--- src/rtl/pipelined_ctrl_unit.sv ---
// Pipelined main control: ID decode, load-use stall, IF flush, and ID/EX -> EX/MEM -> MEM/WB control stages.
// Optional: define CTRL_STALL_CNT_EN to build the saturating stall counter on o_stall_cnt.
module pipelined_ctrl_unit #(
  parameter int INST_SZ     = 32,
  parameter int OPCODE_SZ   = 6,
  parameter int FUNCT_SZ    = 6,
  parameter int REG_ADDR_SZ = 5,
  parameter int ALU_OP_SZ   = 2
) (
  input  logic                   i_clk,
  input  logic                   i_rst_n,
  input  logic [INST_SZ-1:0]     i_instr_D,
  input  logic                   i_valid_D,
  input  logic                   i_branch_taken_D,
  output logic                   o_id_branch,
  output logic                   o_id_equal,
  output logic                   o_id_jump,
  output logic                   o_id_jump_sel,
  output logic                   o_stall,
  output logic                   o_flush_if,
  output logic                   o_illegal,
  output logic [ALU_OP_SZ+2:0]   o_ex_ctrl,
  output logic [REG_ADDR_SZ-1:0] o_ex_dst,
  output logic [1:0]             o_mem_ctrl,
  output logic [1:0]             o_wb_ctrl,
  output logic [15:0]            o_stall_cnt
);

  localparam int RS_LSB = INST_SZ - OPCODE_SZ - REG_ADDR_SZ;
  localparam int RT_LSB = RS_LSB - REG_ADDR_SZ;
  localparam int RD_LSB = RT_LSB - REG_ADDR_SZ;

  localparam logic [OPCODE_SZ-1:0] OP_RTYPE = OPCODE_SZ'(6'b000000);
  localparam logic [OPCODE_SZ-1:0] OP_LW    = OPCODE_SZ'(6'b100011);
  localparam logic [OPCODE_SZ-1:0] OP_SW    = OPCODE_SZ'(6'b101011);
  localparam logic [OPCODE_SZ-1:0] OP_ADDI  = OPCODE_SZ'(6'b001000);
  localparam logic [OPCODE_SZ-1:0] OP_BEQ   = OPCODE_SZ'(6'b000100);
  localparam logic [OPCODE_SZ-1:0] OP_BNE   = OPCODE_SZ'(6'b000101);
  localparam logic [OPCODE_SZ-1:0] OP_J     = OPCODE_SZ'(6'b000010);
  localparam logic [OPCODE_SZ-1:0] OP_JAL   = OPCODE_SZ'(6'b000011);

  localparam logic [FUNCT_SZ-1:0] FN_SLL  = FUNCT_SZ'(6'b000000);
  localparam logic [FUNCT_SZ-1:0] FN_ADDU = FUNCT_SZ'(6'b100001);
  localparam logic [FUNCT_SZ-1:0] FN_JR   = FUNCT_SZ'(6'b001000);
  localparam logic [FUNCT_SZ-1:0] FN_JALR = FUNCT_SZ'(6'b001001);

  localparam logic [ALU_OP_SZ-1:0] ALU_ADD  = ALU_OP_SZ'(2'b00);
  localparam logic [ALU_OP_SZ-1:0] ALU_SUB  = ALU_OP_SZ'(2'b01);
  localparam logic [ALU_OP_SZ-1:0] ALU_RT   = ALU_OP_SZ'(2'b10);
  localparam logic [ALU_OP_SZ-1:0] ALU_ADDI = ALU_OP_SZ'(2'b11);

  typedef struct packed {
    logic [ALU_OP_SZ-1:0] alu_op;
    logic alu_src;
    logic reg_dst;
    logic jal_sel;
    logic mem_read;
    logic mem_write;
    logic reg_write;
    logic mem_to_reg;
    logic branch;
    logic equal;
    logic jump;
    logic jump_sel;
    logic reads_rt;
  } dec_t;

  logic [OPCODE_SZ-1:0]   opcode;
  logic [FUNCT_SZ-1:0]    funct;
  logic [REG_ADDR_SZ-1:0] rs, rt, rd, dst;
  dec_t                   dec;
  logic                   dec_known;
  logic                   unused_instr_bits;

  assign opcode            = i_instr_D[INST_SZ-1 -: OPCODE_SZ];
  assign funct             = i_instr_D[FUNCT_SZ-1:0];
  assign rs                = i_instr_D[RS_LSB +: REG_ADDR_SZ];
  assign rt                = i_instr_D[RT_LSB +: REG_ADDR_SZ];
  assign rd                = i_instr_D[RD_LSB +: REG_ADDR_SZ];
  assign unused_instr_bits = ^i_instr_D;

  // Unknown or invalid instructions leave dec all-zero, which is the bubble encoding.
  always_comb begin
    dec       = '0;
    dec_known = 1'b0;
    if (i_valid_D) begin
      unique case (opcode)
        OP_RTYPE: begin
          if (funct == FN_JR) begin
            dec_known = 1'b1; dec.jump = 1'b1; dec.jump_sel = 1'b1;
          end else if (funct == FN_JALR) begin
            dec_known = 1'b1; dec.jump = 1'b1; dec.jump_sel = 1'b1;
            dec.jal_sel = 1'b1; dec.reg_write = 1'b1;
          end else if (funct == FN_SLL || funct == FN_ADDU) begin
            dec_known = 1'b1; dec.alu_op = ALU_RT; dec.reg_dst = 1'b1;
            dec.reg_write = 1'b1; dec.reads_rt = 1'b1;
          end
        end
        OP_LW: begin
          dec_known = 1'b1; dec.alu_op = ALU_ADD; dec.alu_src = 1'b1;
          dec.mem_read = 1'b1; dec.mem_to_reg = 1'b1; dec.reg_write = 1'b1;
        end
        OP_SW: begin
          dec_known = 1'b1; dec.alu_op = ALU_ADD; dec.alu_src = 1'b1;
          dec.mem_write = 1'b1; dec.reads_rt = 1'b1;
        end
        OP_ADDI: begin
          dec_known = 1'b1; dec.alu_op = ALU_ADDI; dec.alu_src = 1'b1; dec.reg_write = 1'b1;
        end
        OP_BEQ: begin
          dec_known = 1'b1; dec.alu_op = ALU_SUB; dec.branch = 1'b1;
          dec.equal = 1'b1; dec.reads_rt = 1'b1;
        end
        OP_BNE: begin
          dec_known = 1'b1; dec.alu_op = ALU_SUB; dec.branch = 1'b1; dec.reads_rt = 1'b1;
        end
        OP_J:   begin dec_known = 1'b1; dec.jump = 1'b1; end
        OP_JAL: begin
          dec_known = 1'b1; dec.jump = 1'b1; dec.jal_sel = 1'b1; dec.reg_write = 1'b1;
        end
        default: ;
      endcase
    end
  end

  assign o_id_branch   = dec.branch;
  assign o_id_equal    = dec.equal;
  assign o_id_jump     = dec.jump;
  assign o_id_jump_sel = dec.jump_sel;
  assign o_illegal     = i_valid_D & ~dec_known;

  always_comb begin
    dst = rt;
    if (dec.jal_sel)      dst = '1;
    else if (dec.reg_dst) dst = rd;
  end

  logic [ALU_OP_SZ+2:0]   ex_ctrl_q, ex_ctrl_d;
  logic [REG_ADDR_SZ-1:0] ex_dst_q, ex_dst_d;
  logic [1:0]             ex_mem_q, ex_mem_d, ex_wb_q, ex_wb_d;
  logic [1:0]             mem_ctrl_q, mem_ctrl_d, mem_wb_q, mem_wb_d;
  logic [1:0]             wb_ctrl_q, wb_ctrl_d;

  // ex_mem_q[1] is the mem_read of the instruction currently in EX.
  assign o_stall = dec_known & ex_mem_q[1] & (ex_dst_q != '0) &
                   ((ex_dst_q == rs) | (dec.reads_rt & (ex_dst_q == rt)));
  assign o_flush_if = ((dec.branch & i_branch_taken_D) | dec.jump) & ~o_stall;

  always_comb begin
    ex_ctrl_d = '0;
    ex_dst_d  = '0;
    ex_mem_d  = '0;
    ex_wb_d   = '0;
    if (dec_known && !o_stall) begin
      ex_ctrl_d = {dec.alu_op, dec.alu_src, dec.reg_dst, dec.jal_sel};
      ex_dst_d  = dst;
      ex_mem_d  = {dec.mem_read, dec.mem_write};
      ex_wb_d   = {dec.reg_write, dec.mem_to_reg};
    end
    mem_ctrl_d = ex_mem_q;
    mem_wb_d   = ex_wb_q;
    wb_ctrl_d  = mem_wb_q;
  end

  always_ff @(posedge i_clk or negedge i_rst_n) begin
    if (!i_rst_n) begin
      ex_ctrl_q  <= '0;
      ex_dst_q   <= '0;
      ex_mem_q   <= '0;
      ex_wb_q    <= '0;
      mem_ctrl_q <= '0;
      mem_wb_q   <= '0;
      wb_ctrl_q  <= '0;
    end else begin
      ex_ctrl_q  <= ex_ctrl_d;
      ex_dst_q   <= ex_dst_d;
      ex_mem_q   <= ex_mem_d;
      ex_wb_q    <= ex_wb_d;
      mem_ctrl_q <= mem_ctrl_d;
      mem_wb_q   <= mem_wb_d;
      wb_ctrl_q  <= wb_ctrl_d;
    end
  end

  assign o_ex_ctrl  = ex_ctrl_q;
  assign o_ex_dst   = ex_dst_q;
  assign o_mem_ctrl = mem_ctrl_q;
  assign o_wb_ctrl  = wb_ctrl_q;

`ifdef CTRL_STALL_CNT_EN
  logic [15:0] stall_cnt_q, stall_cnt_d;

  always_comb begin
    stall_cnt_d = stall_cnt_q;
    if (o_stall && stall_cnt_q != 16'hFFFF) stall_cnt_d = stall_cnt_q + 16'd1;
  end

  always_ff @(posedge i_clk or negedge i_rst_n) begin
    if (!i_rst_n) stall_cnt_q <= '0;
    else          stall_cnt_q <= stall_cnt_d;
  end

  assign o_stall_cnt = stall_cnt_q;
`else
  assign o_stall_cnt = '0;
`endif

endmodule

--- config.mk ---
export PLATFORM = sky130hd
export DESIGN_NAME = pipelined_ctrl_unit
export DESIGN_NICKNAME = d
export VERILOG_FILES = /design/src/rtl/pipelined_ctrl_unit.sv
export SDC_FILE = /design/constraint.sdc
export NUM_CORES = 1
export LEC_CHECK = 0
export BUFFER_PORTS_ARGS = -buffer_cell sky130_fd_sc_hd__clkbuf_2
export CAP_MARGIN = 20
export CORE_MARGIN = 4
export CORE_UTILIZATION = 47
export DETAILED_ROUTE_END_ITERATION = 7
export GPL_TIMING_DRIVEN = 0
export PLACE_DENSITY = 0.95
export SLEW_MARGIN = 15
export SYNTH_ARGS = -nofsm -noshare
export SYNTH_HDL_FRONTEND = slang
export SYNTH_SLANG_ARGS = --single-unit
--- constraint.sdc ---
create_clock -name i_clk -period 2.4 [get_ports i_clk]
set_input_delay 0.24 -clock i_clk [delete_from_list [all_inputs] [get_ports i_clk]]
set_output_delay 0.24 -clock i_clk [all_outputs]
set_load 0.02 [all_outputs]
# Yosys cells after proc, flatten, opt, wreduce, memory -nomap -nowiden
# Cells that the tools add are included.
# op_classes
n_eq_ne,12
reduce_logical,12
n_mux,34
bitwise,11
# ops
operator,count
2-to-1 mux 5 bit,4
"equality test 6 x 4 -> 1 bit, second input constant",3
"equality test 6 bit, second input constant",3
2-to-1 mux 2 bit,8
2-to-1 mux 1 bit,15
2-to-1 mux 14 bit,1
"equality test 6 x 2 -> 1 bit, second input constant",2
"equality test 6 x 3 -> 1 bit, second input constant",2
zero test 6 bit,2
equality test 5 bit,2
case mux 1 bit (2 select lines),5
OR reduction 3 bit,3
AND 1 bit,7
OR reduction 7 bit,1
case mux 2 bit (3 select lines),1
nonzero test 5 bit,1
OR reduction 2 bit,2
inverter 1 bit,2
bitwise OR 1 bit,2
logical AND 1 bit,1
zero test 1 bit,1
logical OR 1 bit,1
# totals
input_bits,36
register_bits,20
out_inout_bits,37
word_cells,76

# Logic depth before layout (Yosys ltp)
# depth
ltp_word,13
ltp_mapped,7
ltp_nobuf,5

# Worst setup path before layout
# OpenSTA, ideal clock, no wires.
# synth_path
kind,in2out
startpoint,input port i_instr_D[27]
endpoint,output port o_stall
setup_slack_ps,200
n_path_buf,1
arrival_time_ps,1960
required_time_ps,2160
cell_stages,5
cell_sequence,buf_6 -> nor3_4 -> nand4_1 -> a311o_1 -> a2111oi_1
# synth_via
elab_chain_len,7
word_cells_on_any_way,19
# synth_rtl
element,line,rtl
"start, declared",12,"input logic [INST_SZ-1:0] i_instr_D,"
"equality test 6 x 2 -> 1 bit, or another cell as far along",87,unique case (opcode)
OR reduction 7 bit (no line) or OR reduction 3 bit (tied branches),n/a,
case mux 1 bit (2 select lines),87,
2-to-1 mux 1 bit or 2-to-1 mux 14 bit (tied branches),86,if (i_valid_D) begin
AND 1 bit (on tied branches),"145, 146",
AND 1 bit or bitwise OR 1 bit (tied branches),"145, 146",
AND 1 bit (*),145,assign o_stall = dec_known & ex_mem_q[1] & (ex_dst_q != '0) &
"end, declared",19,"output logic o_stall,"
# Every way passes the cells marked *; elsewhere a longest branch is shown, timed or not.

# Worst setup path after layout
# layout_path
startpoint,"register ex_dst_q[4], in the netlist o_ex_dst[4]"
endpoint,output port o_flush_if
# layout_via
elab_chain_len,6
word_cells_on_any_way,9
# layout_rtl
element,line,rtl
"start, declared",139,"logic [REG_ADDR_SZ-1:0] ex_dst_q, ex_dst_d;"
"start signal, assigned",176,ex_dst_q <= ex_dst_d;
equality test 5 bit,146,((ex_dst_q == rs) | (dec.reads_rt & (ex_dst_q == rt)));
AND 1 bit,146,
bitwise OR 1 bit,146,
AND 1 bit (*),145,
inverter 1 bit (*),147,assign o_flush_if = ((dec.branch & i_branch_taken_D) | dec.jump) & ~o_stall;
AND 1 bit (*),147,
"end, declared",20,"output logic o_flush_if,"
# Marks and branches as above.

==> flow_metrics.env <==
export IMPL_diodes=0
export IMPL_cts_sinks=18
export IMPL_worst_slack_ps=77.24
export IMPL_htree_num_levels=1
export IMPL_relSlewSlack_pct=66.21
export IMPL_drtPass1Iterations=4
export IMPL_antenna_found_initial=0
export IMPL_fin_nets=233
export IMPL_path_clk_slew_ps=100
export IMPL_fin_crit_sh_pct=96.78
export IMPL_status="completed"
export IMPL_port_buffers=48
export IMPL_grt_pass1_wl_um=4843
export IMPL_grt_usage_pct=18.18
export IMPL_initial_core_util_pct=49.65
export IMPL_synth_area_top_cells="dfrtp_1 36%, buf_4 10%, xnor2_1 7.1%, mux2i_1 4.0%, buf_6 3.6%"
export IMPL_worstPathMaxFanout=10
export IMPL_crit_chain="xnor2_1 > nand4_1 > a311o_1 > a21oi_4 > buf_6 > a21oi_2 > clkbuf_2"
export IMPL_cts_buffers=3
export IMPL_drtAntennaViolNets=0
export IMPL_p_per_area_nw_per_um2=389.8
export IMPL_place_hpwl_um=2439
export IMPL_yosys_warnings=0
export IMPL_worstSkewPairLatency_ps=290
export IMPL_fmax_mhz=430.5
export IMPL_ys_ff_latch=18
export IMPL_synth_area_sq_um=1241
export IMPL_drc=0
export IMPL_whs_ps=158.5
export IMPL_grt_ovfl_total=0
export IMPL_fillCellCount=188
export IMPL_grt_pass1_vias=1122
export IMPL_hold_class="in2reg"
export IMPL_synth_enable_flop_cells=0
export IMPL_die_h_um=59.39
export IMPL_syn_avg_cell_area_sq_um=9.851
export IMPL_seq_area_frac_synth_pct=36.29
export IMPL_worstPathRequired_ps=2160
export IMPL_clk_path_buf_depth=2
export IMPL_max_slew_worst_pin_slew_ps=501.3
export IMPL_layout_drive_gt1_share_pct=45.92
export IMPL_synthArstFlopShare_pct=100.0
export IMPL_core_area_sq_um=2500
export IMPL_fin_area_sq_um=1660
export IMPL_p_leak_nw=0.8614
export IMPL_io_pins=73
export IMPL_viasPerCell=5.111
export IMPL_synth_top_family_by_area="simple AND/OR/NAND/NOR gates"
export IMPL_vias=1155
export IMPL_cts_root_buf="clkbuf_4"
export IMPL_wirelength_um=3129
export IMPL_cp_arrival_ps=2080
export IMPL_fin_worst_skew_ps=4.361
export IMPL_synth_main_ff_cell="dfrtp_1"
export IMPL_end_kind="output port"
export IMPL_period_needed_ps=2323
export IMPL_areaGrowthSynthToFinish_pct=33.77
export IMPL_core_rowCount=18
export IMPL_synth_top_area_cell="dfrtp_1"
export IMPL_drv_cap=0
export IMPL_critPathMaxStageDelay_ps=450
export IMPL_path_class="reg2out"
export IMPL_grt_max_degree=19
export IMPL_synth_simple_gate_area_share_pct=22.78
export IMPL_final_max_slew_violation_count=0
export IMPL_hold_viol=0
export IMPL_synthXorXnorAreaFrac_pct=8.468
export IMPL_yosys_mux_area_fraction_pct=4.032
export IMPL_dieArea_sq_um=3527
export IMPL_wl_per_cell_um=13.85
export IMPL_start_kind="register"
export IMPL_synth_distinct_cells=41
export IMPL_synth_top_area_share_pct=36.29
export IMPL_synth_compound_area_share_pct=13.21
export IMPL_placed_area_sq_um=1575
export IMPL_post_place_ws_ps=212.8
export IMPL_die_w_um=59.39
export IMPL_setup_viol=0
export IMPL_crit_slowest_cell="dfrtp_1"
export IMPL_cts_tree="yes"
export IMPL_routabilityCongestion=0.8143
export IMPL_ir_drop_uv=337.6
export IMPL_power_uw=647.2
export IMPL_synthAdderAreaFrac_pct=0
export IMPL_synthCells=126
export IMPL_drtIter0Drc=51
==> logic make-up after synthesis <==
group / after synthesis
muxes: 5
buffers and inverters: 24
DFF: 18
and+or+nand+nor: 44
xor gates and xnor gates: 12
other: 1
AOI/OAI and AO/OA: 22
==> metrics by stage <==
stage | cells | TNS (ps) | utilization (%)
after floorplan | 141 | 0 | -
final | 226 | 0 | 66.42
after global placement | 219 | 0 | 63.01
after detailed placement | 219 | 0 | 63.01
after CTS | 224 | 0 | 64.86
after global routing | 226 | -17.12 | 66.42
==> cell type report <==
| cell class | instances | area (sq um) | area share [%] |
|---|---|---|---|
| multi-input cells | 99 | 685.7 | 41.30 |
| flip-flops and latches | 18 | 450.4 | 27.13 |
| repair buffers | 51 | 265.3 | 15.98 |
| plain buffers | 22 | 177.7 | 10.70 |
| well taps | 30 | 37.54 | 2.261 |
| clock buffers | 4 | 36.28 | 2.185 |
| inverters | 2 | 7.507 | 0.4521 |
==> critical path, delay by kind of cell (launching register included) <==
family | cells | cell delay (ps)
compound gates | 3 | 640
simple gates | 1 | 130
buf+inv | 2 | 340
xor+xnor | 1 | 210
flops | 1 | 450
==> cells in the mapped netlist, types with 2 or more instances <==
cell and number:
dfrtp_1 18, buf_4 17, xnor2_1 10, nor2_1 8
nand2_1 7, a21oi_1 6, a211oi_1 5, mux2i_1 5
buf_6 4, nor3_1 4, nand4_1 3, nor3_2 3
a21oi_2 2, inv_1 2, nand3_1 2, nand3b_1 2
nor4_1 2, o21ai_1 2, xor2_1 2
==> where the power goes <==
part / switching [mW] / total (mW) / internal (mW)
registers: 0.00254 / 0.308 / 0.305
logic: 0.0889 / 0.155 / 0.0659
clock network: 0.0922 / 0.185 / 0.0925
==> path summary, 6_finish.rpt <==
check / from / slack, ps / depth (start not counted) / endpoint
max in group asynchronous: i_rst_n / 1710 / 2 / o_wb_ctrl[1]
setup reg to reg: o_ex_dst[0] / 430 / 5 / o_ex_ctrl[4]
hold / removal: i_instr_D[29] / 160 / 2 / ex_wb_q[0]
min in group asynchronous: i_rst_n / 390 / 2 / o_ex_ctrl[1]
hold reg to reg: ex_mem_q[0] / 360 / 0 / o_mem_ctrl[0]
setup / recovery: o_ex_dst[4] / 80 / 7 / o_flush_if
==> cells in the final DEF, fill, tap and decap left out, types with 2 or more instances in the layout <==
| master | netlist | routed |
|---|---|---|
| clkbuf_2 | 0 | 47 |
| buf_4 | 17 | 19 |
| dfrtp_1 | 18 | 18 |
| conb_1 | 1 | 16 |
| xnor2_1 | 10 | 9 |
| nor2_1 | 8 | 8 |
| nand2_1 | 7 | 7 |
| a21oi_1 | 6 | 6 |
| mux2i_1 | 5 | 5 |
| a211oi_1 | 5 | 5 |
| buf_6 | 4 | 4 |
| nor3_1 | 4 | 4 |
| nand4_1 | 3 | 3 |
| nor3_2 | 3 | 3 |
| clkbuf_4 | 0 | 3 |
| xor2_1 | 2 | 2 |
| inv_1 | 2 | 2 |
| nand3b_1 | 2 | 2 |
| nand3_1 | 2 | 2 |
| o21ai_2 | 1 | 2 |
| buf_2 | 1 | 2 |
| nor4_1 | 2 | 2 |
==> registers in the layout, summed over array words and instances (netlist names) <==
register and flops:
ex_mem_q 1, ex_wb_q 2, mem_wb_q 2, o_ex_ctrl 5
o_ex_dst 5, o_mem_ctrl 1, o_wb_ctrl 2
==> repair_timing <==
| action | in CTS | in global routing |
|---|---|---|
| endpoints found under the hold margin | 18 | 0 |
| gates resized for setup | 0 | 5 |
| hold buffers | 1 | 0 |
| setup endpoints to repair | 0 | 2 |
| setup buffers | 0 | 2 |
==> per-layer routing <==
metal / vias to the layer above / track usage [%] / share of wire (%)
met2: 70 / 30.73 / 50
met3: 8 / 3.050 / 9.2
li1: 560 / - / -
met5: - / 0 / 0
met1: 517 / 22.19 / 39
met4: 0 / 8.738 / 1.9
Note: power is estimated with default switching activity, not from simulation.
